===== config.mk =====
export PLATFORM = sky130hd
export DESIGN_NAME = debug_cmd_engine_flat
export DESIGN_NICKNAME = d
export VERILOG_FILES = /design/src/rtl/debug_cmd_engine_if.sv /design/src/rtl/debug_cmd_engine.sv /design/src/flat_wrapper.sv
export SDC_FILE = /design/constraint.sdc
export NUM_CORES = 1
export LEC_CHECK = 0
export ABC_AREA = 1
export BUFFER_PORTS_ARGS = -buffer_cell sky130_fd_sc_hd__buf_2
export CAP_MARGIN = 20
export CELL_PAD_IN_SITES_DETAIL_PLACEMENT = 0
export CELL_PAD_IN_SITES_GLOBAL_PLACEMENT = 1
export CORE_MARGIN = 2
export CORE_UTILIZATION = 37
export DETAILED_ROUTE_END_ITERATION = 7
export GPL_TIMING_DRIVEN = 0
export PLACE_DENSITY_LB_ADDON = 0.3
export SYNTH_ARGS = -nofsm -noshare
export SYNTH_HDL_FRONTEND = slang
export SYNTH_SLANG_ARGS = --single-unit

===== constraint.sdc =====
create_clock -name clk -period 2.5 [get_ports clk]
set_input_delay 0.5 -clock clk [delete_from_list [all_inputs] [get_ports clk]]
set_output_delay 0.5 -clock clk [all_outputs]
set_load 0.02 [all_outputs]

===== src/rtl/debug_cmd_engine_if.sv =====
// UART word-bridge and shared memory-bus signals of the debug command engine.
// master = engine side, slave = UART bridge / memory side.
interface debug_cmd_engine_if #(
   parameter int unsigned ADDR_WIDTH = 32,
   parameter int unsigned DATA_WIDTH = 32
);
   logic                  uart_rx_empty;
   logic                  uart_read;
   logic                  uart_read_response;
   logic [31:0]           uart_read_data;
   logic                  uart_write;
   logic                  uart_write_response;
   logic [31:0]           uart_write_data;
   logic                  memory_mux_selector;
   logic                  memory_read;
   logic                  memory_write;
   logic                  memory_response;
   logic [ADDR_WIDTH-1:0] address;
   logic [DATA_WIDTH-1:0] write_data;
   logic [DATA_WIDTH-1:0] read_data;

   modport master (
      input  uart_rx_empty, uart_read_response, uart_read_data, uart_write_response,
             memory_response, read_data,
      output uart_read, uart_write, uart_write_data, memory_mux_selector,
             memory_read, memory_write, address, write_data
   );

   modport slave (
      output uart_rx_empty, uart_read_response, uart_read_data, uart_write_response,
             memory_response, read_data,
      input  uart_read, uart_write, uart_write_data, memory_mux_selector,
             memory_read, memory_write, address, write_data
   );
endinterface


===== src/rtl/debug_cmd_engine.sv =====
// Host command interpreter: UART command words drive core clock/reset gating and memory accesses.
// Optional ACC_AUTO_INC_EN: successful 's'/'a' accesses advance the accumulator by one data word.
module debug_cmd_engine #(
   parameter int unsigned ADDR_WIDTH      = 32,
   parameter int unsigned DATA_WIDTH      = 32,
   parameter int unsigned PULSE_BITS      = 32,
   parameter logic [31:0] ID              = 32'h7700006A,
   parameter int unsigned RESET_CYCLES    = 20,
   parameter int unsigned TIMEOUT_DEFAULT = 360,
   parameter logic [31:0] ERR_WORD        = 32'hDEADBEEF
) (
   input  logic                  clk,
   input  logic                  reset,
   debug_cmd_engine_if.master    bus,
   output logic                  core_clk_enable,
   output logic                  core_reset,
   output logic [PULSE_BITS-1:0] cycles_to_pulse,
   output logic                  write_pulse,
   output logic                  busy
);
   localparam logic [7:0] OP_PULSE  = 8'h43; // 'C'
   localparam logic [7:0] OP_STOP   = 8'h53; // 'S'
   localparam logic [7:0] OP_GO     = 8'h47; // 'G'
   localparam logic [7:0] OP_RESET  = 8'h52; // 'R'
   localparam logic [7:0] OP_ACC_HI = 8'h55; // 'U'
   localparam logic [7:0] OP_ACC_LO = 8'h6C; // 'l'
   localparam logic [7:0] OP_ADD    = 8'h41; // 'A'
   localparam logic [7:0] OP_TMO    = 8'h54; // 'T'
   localparam logic [7:0] OP_PING   = 8'h70; // 'p'
   localparam logic [7:0] OP_WRITE  = 8'h57; // 'W'
   localparam logic [7:0] OP_LOAD   = 8'h4C; // 'L'
   localparam logic [7:0] OP_ST_ACC = 8'h73; // 's'
   localparam logic [7:0] OP_LD_ACC = 8'h61; // 'a'

   typedef enum logic [3:0] {
      IDLE, FETCH, DECODE, EXEC, FETCH2, MEM_WAIT, RST_HOLD, SEND, SEND_WAIT
   } state_t;

   state_t                state_q, state_d;
   logic [31:0]           cmd_q, cmd_d;
   logic [ADDR_WIDTH-1:0] acc_q, acc_d;
   logic [23:0]           timeout_q, timeout_d;
   logic [31:0]           cnt_q, cnt_d;
   logic [31:0]           reply_q, reply_d;
   logic                  uart_read_q, uart_read_d;
   logic                  uart_write_q, uart_write_d;
   logic [31:0]           uart_write_data_q, uart_write_data_d;
   logic                  core_clk_enable_q, core_clk_enable_d;
   logic                  core_reset_q, core_reset_d;
   logic [PULSE_BITS-1:0] cycles_to_pulse_q, cycles_to_pulse_d;
   logic                  write_pulse_q, write_pulse_d;
   logic                  mux_q, mux_d;
   logic                  memory_read_q, memory_read_d;
   logic                  memory_write_q, memory_write_d;
   logic [ADDR_WIDTH-1:0] address_q, address_d;
   logic [DATA_WIDTH-1:0] write_data_q, write_data_d;
   logic                  busy_q, busy_d;

   logic [7:0]            opcode;
   logic [23:0]           imm;
   logic [ADDR_WIDTH-1:0] n_addr;

   assign opcode = cmd_q[7:0];
   assign imm    = cmd_q[31:8];
   assign n_addr = ADDR_WIDTH'(imm);

   always_comb begin
      state_d           = state_q;
      cmd_d             = cmd_q;
      acc_d             = acc_q;
      timeout_d         = timeout_q;
      cnt_d             = cnt_q;
      reply_d           = reply_q;
      uart_read_d       = uart_read_q;
      uart_write_d      = uart_write_q;
      uart_write_data_d = uart_write_data_q;
      core_clk_enable_d = core_clk_enable_q;
      core_reset_d      = core_reset_q;
      cycles_to_pulse_d = cycles_to_pulse_q;
      write_pulse_d     = 1'b0;
      mux_d             = mux_q;
      memory_read_d     = memory_read_q;
      memory_write_d    = memory_write_q;
      address_d         = address_q;
      write_data_d      = write_data_q;

      case (state_q)
         IDLE: begin
            if (!bus.uart_rx_empty) begin
               uart_read_d = 1'b1;
               state_d     = FETCH;
            end
         end
         FETCH: begin
            if (bus.uart_read_response) begin
               cmd_d       = bus.uart_read_data;
               uart_read_d = 1'b0;
               state_d     = DECODE;
            end
         end
         DECODE: begin
            // Bus ownership, address and data are set on the same edge the request rises.
            case (opcode)
               OP_WRITE: begin
                  uart_read_d = 1'b1;
                  state_d     = FETCH2;
               end
               OP_RESET: begin
                  core_reset_d = 1'b1;
                  cnt_d        = '0;
                  state_d      = RST_HOLD;
               end
               OP_LOAD: begin
                  mux_d         = 1'b0;
                  memory_read_d = 1'b1;
                  address_d     = n_addr;
                  cnt_d         = '0;
                  state_d       = MEM_WAIT;
               end
               OP_ST_ACC: begin
                  mux_d          = 1'b0;
                  memory_write_d = 1'b1;
                  address_d      = acc_q;
                  write_data_d   = DATA_WIDTH'(imm);
                  cnt_d          = '0;
                  state_d        = MEM_WAIT;
               end
               OP_LD_ACC: begin
                  mux_d         = 1'b0;
                  memory_read_d = 1'b1;
                  address_d     = acc_q;
                  cnt_d         = '0;
                  state_d       = MEM_WAIT;
               end
               default: state_d = EXEC;
            endcase
         end
         EXEC: begin
            state_d = IDLE;
            case (opcode)
               OP_PULSE: begin
                  cycles_to_pulse_d = PULSE_BITS'(imm);
                  write_pulse_d     = 1'b1;
                  mux_d             = 1'b1;
               end
               OP_STOP:   core_clk_enable_d = 1'b0;
               OP_GO: begin
                  core_clk_enable_d = 1'b1;
                  mux_d             = 1'b1;
               end
               OP_ACC_HI: acc_d = (n_addr << 8) | {{(ADDR_WIDTH-8){1'b0}}, acc_q[7:0]};
               OP_ACC_LO: acc_d[7:0] = imm[7:0];
               OP_ADD:    acc_d = acc_q + n_addr;
               OP_TMO:    timeout_d = imm;
               OP_PING: begin
                  reply_d = ID;
                  state_d = SEND;
               end
               default: begin
                  reply_d = ERR_WORD;
                  state_d = SEND;
               end
            endcase
         end
         FETCH2: begin
            if (bus.uart_read_response) begin
               uart_read_d    = 1'b0;
               mux_d          = 1'b0;
               memory_write_d = 1'b1;
               address_d      = n_addr;
               write_data_d   = DATA_WIDTH'(bus.uart_read_data);
               cnt_d          = '0;
               state_d        = MEM_WAIT;
            end
         end
         MEM_WAIT: begin
            // A response arriving on the expiry cycle still wins over the timeout.
            if (bus.memory_response) begin
               memory_read_d  = 1'b0;
               memory_write_d = 1'b0;
               if (memory_read_q) begin
                  reply_d = 32'(bus.read_data);
                  state_d = SEND;
               end else begin
                  state_d = IDLE;
               end
`ifdef ACC_AUTO_INC_EN
               if (opcode == OP_ST_ACC || opcode == OP_LD_ACC)
                  acc_d = acc_q + ADDR_WIDTH'(DATA_WIDTH / 8);
`endif
            end else if (timeout_q != '0 && cnt_q + 32'd1 == 32'(timeout_q)) begin
               memory_read_d  = 1'b0;
               memory_write_d = 1'b0;
               reply_d        = ERR_WORD;
               state_d        = SEND;
            end else begin
               cnt_d = cnt_q + 32'd1;
            end
         end
         RST_HOLD: begin
            if (cnt_q == 32'(RESET_CYCLES - 1)) begin
               core_reset_d = 1'b0;
               state_d      = IDLE;
            end else begin
               cnt_d = cnt_q + 32'd1;
            end
         end
         SEND: begin
            uart_write_data_d = reply_q;
            uart_write_d      = 1'b1;
            state_d           = SEND_WAIT;
         end
         SEND_WAIT: begin
            if (bus.uart_write_response) begin
               uart_write_d = 1'b0;
               state_d      = IDLE;
            end
         end
         default: state_d = IDLE;
      endcase

      busy_d = (state_d != IDLE);
   end

   always_ff @(posedge clk) begin
      if (reset) begin
         state_q           <= IDLE;
         cmd_q             <= '0;
         acc_q             <= '0;
         timeout_q         <= 24'(TIMEOUT_DEFAULT);
         cnt_q             <= '0;
         reply_q           <= '0;
         uart_read_q       <= 1'b0;
         uart_write_q      <= 1'b0;
         uart_write_data_q <= '0;
         core_clk_enable_q <= 1'b0;
         core_reset_q      <= 1'b0;
         cycles_to_pulse_q <= '0;
         write_pulse_q     <= 1'b0;
         mux_q             <= 1'b0;
         memory_read_q     <= 1'b0;
         memory_write_q    <= 1'b0;
         address_q         <= '0;
         write_data_q      <= '0;
         busy_q            <= 1'b0;
      end else begin
         state_q           <= state_d;
         cmd_q             <= cmd_d;
         acc_q             <= acc_d;
         timeout_q         <= timeout_d;
         cnt_q             <= cnt_d;
         reply_q           <= reply_d;
         uart_read_q       <= uart_read_d;
         uart_write_q      <= uart_write_d;
         uart_write_data_q <= uart_write_data_d;
         core_clk_enable_q <= core_clk_enable_d;
         core_reset_q      <= core_reset_d;
         cycles_to_pulse_q <= cycles_to_pulse_d;
         write_pulse_q     <= write_pulse_d;
         mux_q             <= mux_d;
         memory_read_q     <= memory_read_d;
         memory_write_q    <= memory_write_d;
         address_q         <= address_d;
         write_data_q      <= write_data_d;
         busy_q            <= busy_d;
      end
   end

   assign bus.uart_read           = uart_read_q;
   assign bus.uart_write          = uart_write_q;
   assign bus.uart_write_data     = uart_write_data_q;
   assign bus.memory_mux_selector = mux_q;
   assign bus.memory_read         = memory_read_q;
   assign bus.memory_write        = memory_write_q;
   assign bus.address             = address_q;
   assign bus.write_data          = write_data_q;
   assign core_clk_enable         = core_clk_enable_q;
   assign core_reset              = core_reset_q;
   assign cycles_to_pulse         = cycles_to_pulse_q;
   assign write_pulse             = write_pulse_q;
   assign busy                    = busy_q;
endmodule


===== src/flat_wrapper.sv =====
// flat-port wrapper written by rule: the top's interface ports become plain ports
module debug_cmd_engine_flat 
#(
   parameter int unsigned ADDR_WIDTH      = 32,
   parameter int unsigned DATA_WIDTH      = 32,
   parameter int unsigned PULSE_BITS      = 32,
   parameter logic [31:0] ID              = 32'h7700006A,
   parameter int unsigned RESET_CYCLES    = 20,
   parameter int unsigned TIMEOUT_DEFAULT = 360,
   parameter logic [31:0] ERR_WORD        = 32'hDEADBEEF
)
  (clk, reset, core_clk_enable, core_reset, cycles_to_pulse, write_pulse, busy, bus_uart_rx_empty, bus_uart_read_response, bus_uart_read_data, bus_uart_write_response, bus_memory_response, bus_read_data, bus_uart_read, bus_uart_write, bus_uart_write_data, bus_memory_mux_selector, bus_memory_read, bus_memory_write, bus_address, bus_write_data);
  debug_cmd_engine_if #(.ADDR_WIDTH(ADDR_WIDTH), .DATA_WIDTH(DATA_WIDTH)) bus_i ();
  input  logic clk;
  input  logic reset;
  output logic core_clk_enable;
  output logic core_reset;
  output logic [PULSE_BITS-1:0] cycles_to_pulse;
  output logic write_pulse;
  output logic busy;
  input wire logic [$bits(bus_i.uart_rx_empty)-1:0] bus_uart_rx_empty;
  input wire logic [$bits(bus_i.uart_read_response)-1:0] bus_uart_read_response;
  input wire logic [$bits(bus_i.uart_read_data)-1:0] bus_uart_read_data;
  input wire logic [$bits(bus_i.uart_write_response)-1:0] bus_uart_write_response;
  input wire logic [$bits(bus_i.memory_response)-1:0] bus_memory_response;
  input wire logic [$bits(bus_i.read_data)-1:0] bus_read_data;
  output wire logic [$bits(bus_i.uart_read)-1:0] bus_uart_read;
  output wire logic [$bits(bus_i.uart_write)-1:0] bus_uart_write;
  output wire logic [$bits(bus_i.uart_write_data)-1:0] bus_uart_write_data;
  output wire logic [$bits(bus_i.memory_mux_selector)-1:0] bus_memory_mux_selector;
  output wire logic [$bits(bus_i.memory_read)-1:0] bus_memory_read;
  output wire logic [$bits(bus_i.memory_write)-1:0] bus_memory_write;
  output wire logic [$bits(bus_i.address)-1:0] bus_address;
  output wire logic [$bits(bus_i.write_data)-1:0] bus_write_data;
  assign bus_i.uart_rx_empty = bus_uart_rx_empty;
  assign bus_i.uart_read_response = bus_uart_read_response;
  assign bus_i.uart_read_data = bus_uart_read_data;
  assign bus_i.uart_write_response = bus_uart_write_response;
  assign bus_i.memory_response = bus_memory_response;
  assign bus_i.read_data = bus_read_data;
  assign bus_uart_read = bus_i.uart_read;
  assign bus_uart_write = bus_i.uart_write;
  assign bus_uart_write_data = bus_i.uart_write_data;
  assign bus_memory_mux_selector = bus_i.memory_mux_selector;
  assign bus_memory_read = bus_i.memory_read;
  assign bus_memory_write = bus_i.memory_write;
  assign bus_address = bus_i.address;
  assign bus_write_data = bus_i.write_data;
  debug_cmd_engine #(.ADDR_WIDTH(ADDR_WIDTH), .DATA_WIDTH(DATA_WIDTH), .PULSE_BITS(PULSE_BITS), .ID(ID), .RESET_CYCLES(RESET_CYCLES), .TIMEOUT_DEFAULT(TIMEOUT_DEFAULT), .ERR_WORD(ERR_WORD)) u_core (.clk(clk), .reset(reset), .bus(bus_i), .core_clk_enable(core_clk_enable), .core_reset(core_reset), .cycles_to_pulse(cycles_to_pulse), .write_pulse(write_pulse), .busy(busy));
endmodule

**After elaboration in Yosys (flattened, before gate mapping)**

Cells that the tools add are included.

- Add/subtract/negate cells: 2
- Equal/unequal tests: 42
- Muxes and demuxes: 51
- Bitwise logic cells: 2
- Reductions and logical operators: 40

Operators with widths:

| operator | count |
|---|---|
| 2-to-1 mux 32 bit | 11 |
| case mux 32 bit (2 select lines) | 5 |
| case mux 32 bit (4 select lines) | 1 |
| == test 8 x 7 -> 1 bit, second input constant | 13 |
| case mux 24 bit (2 select lines) | 1 |
| case mux 4 bit (9 select lines) | 1 |
| adder 32 x 1 -> 32 bit, second input constant | 1 |
| adder 32 x 24 -> 32 bit | 1 |
| == test 32 x 24 -> 1 bit | 1 |
| == test 32 x 5 -> 1 bit, second input constant | 1 |
| bitwise OR 32 x 8 -> 32 bit | 1 |
| 2-to-1 mux 4 bit | 7 |
| case mux 8 bit (3 select lines) | 1 |
| nonzero test 24 bit | 1 |
| inequality test 2 bit, second input constant | 11 |
| == test 4 x 3 -> 1 bit, second input constant | 4 |
| AND reduction 4 bit | 4 |
| 2-to-1 mux 1 bit | 14 |
| AND reduction 2 bit | 7 |
| nonzero test 2 bit | 7 |
| AND reduction 3 bit | 4 |
| nonzero test 3 bit | 4 |
| inequality test 2 x 1 -> 1 bit, second input constant | 5 |
| OR reduction 2 bit | 5 |
| 16 further kinds | 26 |

- Register bits: 285
- Output and inout bits: 137
- Word-level logic and storage cells: 157

**Logic depth before layout (Yosys ltp)**

- Word-level depth: 7
- Depth in mapped cells: 20
- Mapped depth without buffers: 20

**Worst setup path before layout**

No wires, ideal clock.

- Kind: reg2reg
- Start: reg u_core.cnt_q[0]
- End: reg u_core.reply_q[0]
- Library setup time: 0.113 ns
- Data arrival time: 2.379 ns
- Required time: 2.387 ns
- Setup slack: 0.008 ns
- Cell stages (with the launch flop): 17
- Path buffers: 1
- Period minus slack after synthesis: 2.492 ns
- Cells stage by stage: dfxtp_1 ha_1 nand2_2 nor2_4 nand2_1 nor2_2 xor2_1 xor2_1 nor2_1 nand2_1 nor2_2 nand2_2 a21boi_4 buf_6 nand2_1 nand2_1 nor2_1

- Word-level cells in the longest chain between the ends: 5

Ends and longest elaborated chain:

| element | RTL line | RTL |
|---|---|---|
| start, declared | debug_cmd_engine.sv:43 | `logic [31:0] cnt_q, cnt_d;` |
| start signal, assigned | debug_cmd_engine.sv:251 | `cnt_q <= cnt_d;` |
| adder 32 x 1 -> 32 bit | debug_cmd_engine.sv:191 | `end else if (timeout_q != '0 && cnt_q + 32'd1 == 32'(timeout_q)) begin` |
| == test 32 x 24 -> 1 bit | debug_cmd_engine.sv:191 |  |
| logical AND 1 bit | debug_cmd_engine.sv:191 |  |
| inequality test 3 x 2 -> 1 bit (no line) | -- |  |
| AND reduction 4 bit (no line) | -- |  |
| end signal, assigned | debug_cmd_engine.sv:252 | `reply_q <= reply_d;` |
| end, declared | debug_cmd_engine.sv:44 | `logic [31:0] reply_q, reply_d;` |

Every way passes these cells.
A chain may end at the register's enable or synchronous reset.

**Final worst setup path**

- Start: reg u_core.cnt_q[0]
- End: reg u_core.reply_q[19]

Same word-level chain as after synthesis.

==> flow_summary.toml <==
[setup_path]
critPathCaptureType = "flop"
required_ns = 2.95
reg2reg_setup_slack_ns = -0.28
cp_data_arrival_time_ns = 3.23
setup.worst_path.start = "u_core.cnt_q[0]$_SDFFE_PP0P_"
rr_startpoint = "u_core.cnt_q[0]$_SDFFE_PP0P_"
cp_max_fo = 10
path_class = "flop to flop"
start_kind = "flop"

[layout]
final_nets = 2551
fin_area_mm2 = 0.0188
regArea_mm2 = 0.00579
final_cell_mix = "493 x nand2_1, 287 x nor2_1, 245 x dfxtp_1"
drive_above_1_share = 0.205
fillers = 4050
final-instance-count-excl-fill = 2998
final_common_cell = "nand2_1"
n_antenna_cell = 0
area_delta_synth_final_pct = 29.0
multi_input_area_mm2 = 0.00848

[synthesis]
yosys_warnings = 0
synth_top_area_frac = 0.391
synth-main-ff-cell = "dfxtp_1"
yosysSeqAreaShare = 0.391
syn_area_mm2 = 0.0146
synth-seq-cells = 285
synth_top_area_cell = "dfxtp_1"
syn_area_per_cell_um2 = 6.68
synthTopCellsByArea = "dfxtp_1 39%, nand2_1 14%, nor2_1 7.8%"
netlist_instances = 2182
synth.distinct_cells = 48
synth_edf_count = 0
async_reset_ff_frac = 0

[place]
dp.cells = 2903
dpl_cell_area_mm2 = 0.0162
io_buffers = 196
dp.final_hpwl_mm = 44.0
place.gp.congestion = 0.974

[grt]
grt_pass1_vias = 15200
grt_busiest_layer = "met2"
grt_use_met1 = 0.346
grtUsageTotal = 0.277
grt_max_degree = 14
antenna_found_initial = 2
met2_usage = 0.465
grt_first_pass_wirelength_mm = 87.6
grt_util_met3 = 0.0506
gr-total-overflow = 0

[pwr]
power_mw = 12.5
swShare = 0.289
switchingPower_mw = 3.60
leakagePower_nw = 7.53
combPwrFrac = 0.148
power.density_mw_per_mm2 = 662
power.internal_mw = 8.86
power_frac_seq = 0.407
irDropWorstVdd_mv = 0.376
p_clk_frac = 0.445

[detailed_routing]
drc = 0
wl_per_cell_um = 19.5
vias = 16200
antenna_left = 0
first_iter_violations = 1162
drt_wl_total_mm = 58.6
viasPerCell = 5.40
first_pass_iters = 6

[timing]
post-route-period-util = 1.11
period_minus_slack_ns = 2.78
skew_ns = 0.0221
rsz0062_at_grt = "yes"
maxSlewHeadroom = 0.421
worstMarginPinSlew_ns = 0.868
setup_violations = 68
fmax_ghz = 0.360
fin_ws_ns = -0.276
final_max_slew_viol_count = 0
fin_tns_setup_ns = -15.51
finalHoldViolCount = 0

[clock_network]
cts-root-buf = "clkbuf_16"
clk_pin_slew_ns = 0.06
cts_buffer_depth = 3
clock_sinks = 285
cts_tree = "yes"
cts-buffers-inserted = 35
cts_hold_buf = 0
clk_latency_ns = 0.56
h-tree-depth = 2

[floorplanning]
die_area_mm2 = 0.0410
rows = 72
design.core.area_mm2 = 0.0387
die_x_um = 203
initial_core_util = 0.376
top_level_ports = 207
die_h_um = 203

[hold_path]
hold_start = "bus_uart_write_response"
min_path_type = "input port to flop"

[status]
violations = "negative setup slack"
outcome = "finished, violations left"

[flow_run]
cap_violations = 0
==> state kept, by name, summed over array words and instances (netlist names), named ones only <==
signal,flops
u_core.core_clk_enable,1
u_core.bus.memory_write,1
u_core.busy,1
u_core.acc_q,24
u_core.bus.memory_read,1
u_core.cmd_q,32
u_core.reply_q,32
u_core.bus.memory_mux_selector,1
u_core.timeout_q,24
u_core.bus.uart_read,1
u_core.bus.write_data,32
u_core.bus.address,32
u_core.cnt_q,32
u_core.core_reset,1
u_core.cycles_to_pulse,24
u_core.write_pulse,1
u_core.state_q,4
u_core.bus.uart_write,1
u_core.bus.uart_write_data,32
==> power groups by stage <==
stage | Sequential (mW) | Clock [mW] | Combinational (mW)
floorplan | 5.11 | 0 | 0.919
global placement | 5.14 | 0 | 1.53
detailed placement | 5.14 | 0 | 1.54
CTS | 5.05 | 5.64 | 1.77
global route | 5.08 | 5.82 | 2.00
finish | 5.07 | 5.54 | 1.84
==> through the flow <==
stage                     worst slack, ns  hold WS (ns)  utilization
after floorplan                   0.00841         0.429            -
after global placement              -1.03         0.448        0.419
after detailed placement            -1.05         0.453        0.419
after CTS                          -0.239         0.170        0.470
after global routing               -0.372         0.172        0.485
final                              -0.276         0.185        0.485
==> timing repair <==
| item | in CTS | in global routing |
|---|---|---|
| gates cloned | 3 | 3 |
| gates resized for setup | 145 | 119 |
| hold endpoints to repair | 0 | 0 |
| endpoints found under the setup margin | 164 | 147 |
| buffers inserted | 22 | 10 |
| pin swaps | 20 | 40 |
==> cell usage after synthesis, drive strengths merged (6+ instances only) <==
cell / n
or2: 8
inv: 151
a31oi: 57
a21o: 6
clkbuf: 88
dfxtp: 285
buf: 30
clkinv: 7
o211ai: 10
nand3: 118
ha: 25
o21ai: 195
xor2: 21
a21oi: 222
nor3: 19
nor2: 315
nand4: 56
nand2: 531
==> cell type report <==
type / instances / share of cell area
inverter: 158 / 0.0317
tap: 518 / 0.0345
clock inverter: 13 / 0.0118
clock buffer: 49 / 0.0548
buffer: 115 / 0.0319
sequential: 285 / 0.308
timing repair buffer: 232 / 0.0762
multi-input combinational: 1628 / 0.451
==> worst max-delay path: stages, from the launching register on <==
cell and delay, ns:
dfxtp_4 0.38, ha_4 0.16, nand2_4 0.06, nor2_4 0.22, nand3_4 0.17, nor2_4 0.17, nand3_2 0.10, xor2_1 0.19
a21oi_2 0.18, nand2_2 0.11, nor2_4 0.23, nand2_4 0.09, a21boi_4 0.15, buf_12 0.15, buf_8 0.13, nand2_1 0.06
nand2_1 0.07, nor2_1 0.04
==> layer usage <==
layer  routed length (µm)  share of wire
met5                   13        0.00022
met4                 2650          0.045
met3                 4050          0.069
met2                27200           0.46
met1                24600           0.42
==> worst paths after layout <==
path	end	cells past startpoint
worst max register to register	u_core.reply_q[19]$_SDFFE_PP0P_	17
worst max-delay path	u_core.reply_q[19]$_SDFFE_PP0P_	17
worst min register to register	u_core.cycles_to_pulse[22]$_SDFFE_PP0P_	2
worst min-delay path	u_core.bus.uart_write$_SDFFE_PP0P_	2
==> cell families (layout without fill, tap and decap cells) <==
group	after synthesis	count (layout)	synth area share
compound gates	508	508	0.186
xor+xnor	29	29	0.0208
fa+ha+maj	26	26	0.0228
buf+inv	276	567	0.0770
flops	285	285	0.391
other cells	1	8	0.000257
simple gates	1057	1057	0.302
No activity file was read; power rests on OpenSTA's default activity.
